$ cat src/rtl/debounce_pkg.sv
// Shared constants for the debounce_sync input conditioner: FSM encoding and parameter defaults.
// Latency: n/a (package). Backpressure: n/a.
package debounce_pkg;

  localparam logic [1:0] ST_STABLE_LOW  = 2'd0;
  localparam logic [1:0] ST_WAIT_HIGH   = 2'd1;
  localparam logic [1:0] ST_STABLE_HIGH = 2'd2;
  localparam logic [1:0] ST_WAIT_LOW    = 2'd3;

  localparam int DEF_SYNC_STAGES     = 2;
  localparam int DEF_DEBOUNCE_CYCLES = 16;

endpackage

$ cat src/rtl/debounce_sync_if.sv
// Signal bundle between a debounce_sync block and its user; edge pulses exist only with DEBOUNCE_SYNC_EDGE_EN.
// Latency: n/a (wires). Backpressure: none, level/pulse signals only.
interface debounce_sync_if;

  logic signal_in;
  logic sample_tick;
  logic signal_out;
  logic signal_out_neg;
`ifdef DEBOUNCE_SYNC_EDGE_EN
  logic rise_pulse;
  logic fall_pulse;

  modport master (
    output signal_in,
    output sample_tick,
    input  signal_out,
    input  signal_out_neg,
    input  rise_pulse,
    input  fall_pulse
  );

  modport slave (
    input  signal_in,
    input  sample_tick,
    output signal_out,
    output signal_out_neg,
    output rise_pulse,
    output fall_pulse
  );
`else
  modport master (
    output signal_in,
    output sample_tick,
    input  signal_out,
    input  signal_out_neg
  );

  modport slave (
    input  signal_in,
    input  sample_tick,
    output signal_out,
    output signal_out_neg
  );
`endif

endinterface

$ cat src/rtl/sync_chain.sv
// Multi-flop synchroniser bringing an asynchronous bit into the clock_pos domain.
// Latency: STAGES edges. Backpressure: none, samples every edge.
module sync_chain #(
  parameter int STAGES = 2
) (
  input  logic clock_pos,
  input  logic reset_neg,
  input  logic d,
  output logic q
);

  logic [STAGES-1:0] chain_q;

  always_ff @(posedge clock_pos) begin
    if (!reset_neg) begin
      chain_q <= '0;
    end else begin
      chain_q <= {chain_q[STAGES-2:0], d};
    end
  end

  assign q = chain_q[STAGES-1];

endmodule

$ cat src/rtl/debounce_sync.sv
// Synchronise and debounce a bouncing external input into a clean level; optional edge pulses with DEBOUNCE_SYNC_EDGE_EN.
// Latency: SYNC_STAGES edges + DEBOUNCE_CYCLES qualifying sample_tick edges. Backpressure: none, sample_tick=0 freezes the filter.
module debounce_sync
  import debounce_pkg::*;
#(
  parameter int SYNC_STAGES     = DEF_SYNC_STAGES,
  parameter int DEBOUNCE_CYCLES = DEF_DEBOUNCE_CYCLES,
  parameter int CNT_WIDTH       = $clog2(DEBOUNCE_CYCLES + 1)
) (
  input  logic clock_pos,
  input  logic reset_neg,
  debounce_sync_if.slave bus
);

  localparam logic [CNT_WIDTH-1:0] LAST_CNT = CNT_WIDTH'(DEBOUNCE_CYCLES - 1);

  logic                 s;
  logic [1:0]           state_q, state_d;
  logic [CNT_WIDTH-1:0] count_q, count_d;
  logic                 out_q, out_d;

  sync_chain #(
    .STAGES (SYNC_STAGES)
  ) u_sync (
    .clock_pos (clock_pos),
    .reset_neg (reset_neg),
    .d         (bus.signal_in),
    .q         (s)
  );

  always_comb begin
    state_d = state_q;
    count_d = count_q;
    out_d   = out_q;
    if (bus.sample_tick) begin
      case (state_q)
        ST_STABLE_LOW: begin
          if (s) begin
            // A single-sample filter accepts immediately and never waits
            if (DEBOUNCE_CYCLES == 1) begin
              state_d = ST_STABLE_HIGH;
              out_d   = 1'b1;
            end else begin
              state_d = ST_WAIT_HIGH;
              count_d = CNT_WIDTH'(1);
            end
          end
        end
        ST_WAIT_HIGH: begin
          if (!s) begin
            state_d = ST_STABLE_LOW;
            count_d = '0;
          end else if (count_q == LAST_CNT) begin
            state_d = ST_STABLE_HIGH;
            out_d   = 1'b1;
            count_d = '0;
          end else begin
            count_d = count_q + CNT_WIDTH'(1);
          end
        end
        ST_STABLE_HIGH: begin
          if (!s) begin
            if (DEBOUNCE_CYCLES == 1) begin
              state_d = ST_STABLE_LOW;
              out_d   = 1'b0;
            end else begin
              state_d = ST_WAIT_LOW;
              count_d = CNT_WIDTH'(1);
            end
          end
        end
        ST_WAIT_LOW: begin
          if (s) begin
            state_d = ST_STABLE_HIGH;
            count_d = '0;
          end else if (count_q == LAST_CNT) begin
            state_d = ST_STABLE_LOW;
            out_d   = 1'b0;
            count_d = '0;
          end else begin
            count_d = count_q + CNT_WIDTH'(1);
          end
        end
        default: begin
          state_d = ST_STABLE_LOW;
          count_d = '0;
          out_d   = 1'b0;
        end
      endcase
    end
  end

  always_ff @(posedge clock_pos) begin
    if (!reset_neg) begin
      state_q <= ST_STABLE_LOW;
      count_q <= '0;
      out_q   <= 1'b0;
    end else begin
      state_q <= state_d;
      count_q <= count_d;
      out_q   <= out_d;
    end
  end

  assign bus.signal_out     = out_q;
  assign bus.signal_out_neg = ~out_q;

`ifdef DEBOUNCE_SYNC_EDGE_EN
  logic rise_q, fall_q;

  // Pulses are registered with out_q so they line up with the first cycle of the new level
  always_ff @(posedge clock_pos) begin
    if (!reset_neg) begin
      rise_q <= 1'b0;
      fall_q <= 1'b0;
    end else begin
      rise_q <= out_d & ~out_q;
      fall_q <= ~out_d & out_q;
    end
  end

  assign bus.rise_pulse = rise_q;
  assign bus.fall_pulse = fall_q;
`endif

endmodule

$ cat src/flat_wrapper.sv
// flat-port wrapper written by rule: the top's interface ports become plain ports
module debounce_sync_flat import debounce_pkg::*;
#(
  parameter int SYNC_STAGES     = DEF_SYNC_STAGES,
  parameter int DEBOUNCE_CYCLES = DEF_DEBOUNCE_CYCLES,
  parameter int CNT_WIDTH       = $clog2(DEBOUNCE_CYCLES + 1)
)
  (clock_pos, reset_neg, bus_signal_in, bus_sample_tick, bus_signal_out, bus_signal_out_neg);
  debounce_sync_if bus_i ();
  input  logic clock_pos;
  input  logic reset_neg;
  input wire logic [$bits(bus_i.signal_in)-1:0] bus_signal_in;
  input wire logic [$bits(bus_i.sample_tick)-1:0] bus_sample_tick;
  output wire logic [$bits(bus_i.signal_out)-1:0] bus_signal_out;
  output wire logic [$bits(bus_i.signal_out_neg)-1:0] bus_signal_out_neg;
  assign bus_i.signal_in = bus_signal_in;
  assign bus_i.sample_tick = bus_sample_tick;
  assign bus_signal_out = bus_i.signal_out;
  assign bus_signal_out_neg = bus_i.signal_out_neg;
  debounce_sync #(.SYNC_STAGES(SYNC_STAGES), .DEBOUNCE_CYCLES(DEBOUNCE_CYCLES), .CNT_WIDTH(CNT_WIDTH)) u_core (.clock_pos(clock_pos), .reset_neg(reset_neg), .bus(bus_i));
endmodule
$ cat config.mk
export PLATFORM = sky130hd
export DESIGN_NAME = debounce_sync_flat
export DESIGN_NICKNAME = d
export VERILOG_FILES = /design/src/rtl/debounce_pkg.sv /design/src/rtl/debounce_sync_if.sv /design/src/rtl/sync_chain.sv /design/src/rtl/debounce_sync.sv /design/src/flat_wrapper.sv
export SDC_FILE = /design/constraint.sdc
export NUM_CORES = 1
export LEC_CHECK = 0
export BUFFER_PORTS_ARGS = -buffer_cell sky130_fd_sc_hd__clkbuf_2
export CAP_MARGIN = 20
export CELL_PAD_IN_SITES_DETAIL_PLACEMENT = 0
export CELL_PAD_IN_SITES_GLOBAL_PLACEMENT = 1
export CORE_AREA = 2 2 39 41
export DETAILED_ROUTE_END_ITERATION = 8
export DIE_AREA = 0 0 41 43
export PLACE_DENSITY = 0.64
export SETUP_SLACK_MARGIN = 0.2
export SYNTH_ARGS = -nofsm -noshare
export SYNTH_HDL_FRONTEND = slang
export SYNTH_SLANG_ARGS = --single-unit
$ cat constraint.sdc
create_clock -name clock_pos -period 1.4 [get_ports clock_pos]
set_input_delay 0.28 -clock clock_pos [delete_from_list [all_inputs] [get_ports clock_pos]]
set_output_delay 0.28 -clock clock_pos [all_outputs]
set_load 0.005 [all_outputs]
Word level (Yosys, flattened, before mapping). Cells that the tools add are included.

Add/subtract/negate cells: 1. $mul: 0. Divide/modulo/power cells: 0. Order comparisons: 0. Equal/unequal tests: 12. Shifts and indexed selects: 0. Mux-type cells: 18. Bitwise operators: 1. Reductions and logical operators: 5.

Operators by type and width (number): two-way mux 5 bit (5); one-hot mux 5 bit (4 select lines) (1); two-way mux 2 bit (6); inequality test 2 bit, second input constant (4); one-hot mux 2 bit (4 select lines) (1); inequality test 3 x 2 -> 1 bit, second input constant (2); AND reduction 6 bit (1); adder 5 x 1 -> 5 bit, second input constant (1); equality test 5 x 4 -> 1 bit, second input constant (1); AND reduction 5 bit (1); equality test 2 bit, second input constant (2); two-way mux 1 bit (4); inequality test 2 x 1 -> 1 bit, second input constant (2); AND reduction 3 bit (1); equality test 2 x 1 -> 1 bit, second input constant (1); zero test 2 bit (1); one-hot mux 1 bit (2 select lines) (1); nonzero test 2 bit (1); inverter 1 bit (1).

Register bits after elaboration: 10. Latch bits: 0. Bits in writable memories: 0. ROM bits: 0. Input bits: 4. Output and inout bits: 2. Logic and storage cells: 41. Memories: 0.

Logic depth before layout (Yosys ltp).
Word-level depth: 4. Mapped depth: 5. Depth with buffers taken out: 5.

By module. Synthesis repeated with hierarchy kept, for this count alone.

Cells, all modules: 51. Area, all modules: 457.9 µm².

Modules (own cells, without submodules): debounce_sync (instances 1, cells an instance 47, area each 405.4 µm², seq. area each 160.2 µm²); sync_chain (instances 1, cells an instance 4, area each 52.6 µm², seq. area each 40.0 µm²).

Least setup slack after synthesis. Ideal clock, no wire load.

Path type: register -> register. From: register u_core.count_q[0]. To: register u_core.out_q (netlist: u_core.bus.signal_out). Setup time: 0.122 ns. Arrival: 1.095 ns. Required time: 1.278 ns. Path slack: 0.184 ns. Stages on the path, launching flop included: 4. Path buffers: 0. Clock period less this slack: 1.216 ns. Cell sequence: dfxtp_1 ha_1 nand4b_1 o311a_1.

Cells in the longest elaborated chain, start to end: 3. Elaborated cells between the ends (all ways): 4. Classes of those cells: eq/ne: 3; reduce/logical: 1.

RTL lines: from (decl) (RTL line debounce_sync.sv:19) `logic [CNT_WIDTH-1:0] count_q, count_d;`; from (signal assigned) (RTL line debounce_sync.sv:100) `count_q <= count_d;`; equality test 5 x 4 -> 1 bit * (RTL line debounce_sync.sv:53, debounce_sync.sv:76); inequality test 2 x 1 -> 1 bit (no source line); AND reduction 6 bit (no source line) *; to (signal assigned) (RTL line debounce_sync.sv:101) `out_q <= out_d;`; to (decl) (RTL line debounce_sync.sv:20) `logic out_q, out_d;`.

Every way passes the cells marked *; elsewhere a longest branch is shown, timed or not. A chain may end at the register's enable or synchronous reset.

==> flow_summary.ini <==
[synth]
yosys-top-cells-count = 10 x dfxtp_1, 7 x nand2_1, 6 x o21ai_0
ys_seq_area_frac = 0.426
synth_top_family_by_area = compound AO/OA/AOI/OAI gates
synth_compound_area_frac = 0.221
synth_warnings = 0
ys_types = 23
synth_nets = 60
synth_area_sq_um = 470
synth.area.top_cells = dfxtp_1 43%, o21ai_0 6.4%, nand2_1 5.6%, and2_1 4.0%, xor2_2 3.5%
synth.avg_cell_area_sq_um = 8.55
yosys.area_share.simple = 0.218
synth_edf_count = 0
async_flop_share = 0
synth_top_area_share = 0.426
synth_fa_ha_area_frac = 0.0266
synthFlopType = dfxtp_1
synth_most_common_cell = dfxtp_1
syn-instance-count = 55
synthMuxAreaShare = 0.0213
synthXorXnorAreaFrac = 0.0346
synth-seq-cells = 10
synth_area_leader_cell = dfxtp_1

[floorplanning]
die_y_microns = 43
die_area_sq_um = 1760
start_util = 0.340
coreArea_sq_um = 1380
die_w_microns = 41
rows = 14
ios = 6

[critical_path]
cpPeakStageDelay_ps = 360
crit_slowest_cell = dfxtp_2
worstPathMaxFanout = 4
crit_required_ps = 1570
cp.depth = 3
worst_r2r_endpoint = u_core.bus.signal_out$_SDFFE_PN0P_
rr_worst_depth = 3
arrival_ps = 1380
r2r_setup_slack_ps = 190
path_buf_inv = 0
critical_path.top_delay_family = flip-flops
critical_path_class = flop to flop
worstSetupEndpointType = flop
endpoint = u_core.bus.signal_out$_SDFFE_PN0P_
crit_chain = xor2_2, nand3_2, o311a_1
critPathLaunchType = flop

[detailed_routing]
met3_wirelength_microns = 51
drc = 0
wirelength_met1_microns = 465
wl_per_cell_microns = 13.0
drt_first_pass_iters = 4
routed.top_layer = met4
routed-wl-met2_microns = 547
viasPerCell = 5.33
drtIter0Drc = 15
vias = 442
postRouteAntennaNets = 0
wirelength_mm = 1.08

[global_routing]
antenna_found_initial = 0
grt_usage = 0.159
grt_pass1_vias = 427
grt_pass1_wl_mm = 1.82
grt_max_degree = 10
grt_overflow = 0

[cts]
clock_tree.root_cell = clkbuf_4
ctsHoldBuffers = 0
cts_made_buffers = 3
clk_pin_slew_worst_paths_ps = 70
htreeDepth = 1
cts_tree = yes
clk_path_buf_depth = 2
clk_latency_ps = 270
cts_sinks = 10

[finish]
syn2layout_area_growth_pct = 28.2
layout-drive-gt1-share = 0.328
antennaDiodeCount = 0
instances_no_fill = 83
nNetsFinal = 73

[sta]
timing_hold_violations_final = 0
fmax_mhz = 828
slew_viol_final = 0
fin_crit_sh = 0.863
finalSetupTns_ps = 0
max_slew_margin = 0.791
tightestPinTransition_ps = 312
layout_min_cycle_time_ps = 1210
finClkSkew_ps = 1.00
rsz0062_at_grt = yes
setup_violations = 0

[placement]
globalplace.congestion = 0.741
dp.cells = 75
portBuffers = 5
hpwl_microns = 681

[power]
power_density_nw_per_um2 = 982
power.leakage_nw = 0.224
irDropWorstVdd_mv = 0.514

[worst_hold_path]
hp-class = input pin to flop

[status]
status = finished, final reports clean

[flow_run]
drv_cap = 0
what timing repair did:
item,4_1_cts,5_1_grt
setup buffers,3,1
pin swaps,5,2
setup endpoints to repair,7,5
gates resized for setup,7,0
stage by stage:
| step | power (mW) | hold slack [ps] | worst slack [ps] | util | instance area [sq um] |
|---|---|---|---|---|---|
| after floorplan | 0.316 | 407 | 202 | - | 473 |
| after global placement | 0.326 | 414 | 105 | 0.375 | 519 |
| after detailed placement | 0.325 | 420 | 83.3 | 0.375 | 519 |
| after CTS | 0.598 | 207 | 198 | 0.430 | 596 |
| after global routing | 0.619 | 215 | 122 | 0.436 | 603 |
| final | 0.592 | 209 | 192 | 0.436 | 603 |
how the worst min path moves through the flow:
stage	from	end	slack, ps	cells past startpoint
2_1_floorplan	bus_signal_in	u_core.u_sync.chain_q[0]$_SDFF_PN0_	410	1
3_3_place_gp	u_core.u_sync.chain_q[0]$_SDFF_PN0_	u_core.u_sync.chain_q[1]$_SDFF_PN0_	410	1
3_5_place_dp	u_core.u_sync.chain_q[0]$_SDFF_PN0_	u_core.u_sync.chain_q[1]$_SDFF_PN0_	420	1
4_1_cts	bus_signal_in	u_core.u_sync.chain_q[0]$_SDFF_PN0_	210	2
5_1_grt	bus_signal_in	u_core.u_sync.chain_q[0]$_SDFF_PN0_	210	2
6_report	bus_signal_in	u_core.u_sync.chain_q[0]$_SDFF_PN0_	210	2
state kept, by name, summed over array words and instances (netlist names), named ones only:
name,count
u_core.count_q,5
u_core.u_sync.chain_q,2
u_core.bus.signal_out,1
u_core.state_q,1
area by class of cell:
| class | count | area (sq um) |
|---|---|---|
| repair buffers | 11 | 70.1 |
| multi-input cells | 39 | 258 |
| fillers | 138 | 781 |
| well taps | 16 | 20.0 |
| inverters | 3 | 11.3 |
| clock buffers | 4 | 36.3 |
| flip-flops and latches | 10 | 208 |
cells by family (layout without fill, tap and decap cells):
kind of cell | after synthesis | after routing
buffers and inverters | 6 | 18
XOR/XNOR | 1 | 1
multiplexers | 1 | 1
AO/OA/AOI/OAI | 16 | 16
adder cells (fa/ha/maj) | 1 | 1
flip-flops | 10 | 10
AND/OR/NAND/NOR | 20 | 20
where the power goes:
part	internal, mW	leakage (nW)	switching [mW]
combinational	0.0115	0.119	0.0172
sequential	0.288	0.0833	0.00445
clock	0.158	0.0210	0.113
layer usage:
metal | GRT usage | vias up
met4 | 0.113 | 0
met2 | 0.231 | 13
li1 | - | 221
met1 | 0.197 | 206
met3 | 0.0314 | 2
met5 | 0 | -
layout by cell type (no fill, tap or decap), types with 2 or more instances in the layout:
master and instances:
dfxtp_1 6, clkbuf_2 5, inv_1 3, nor2_1 3
o21ai_0 5, clkbuf_4 3, nand2_1 7, nand3_1 3
nor2b_1 2, and2_1 3, buf_4 6, a21oi_1 2
o31ai_1 2, dfxtp_2 3
Power figures use the tool's default switching activity.
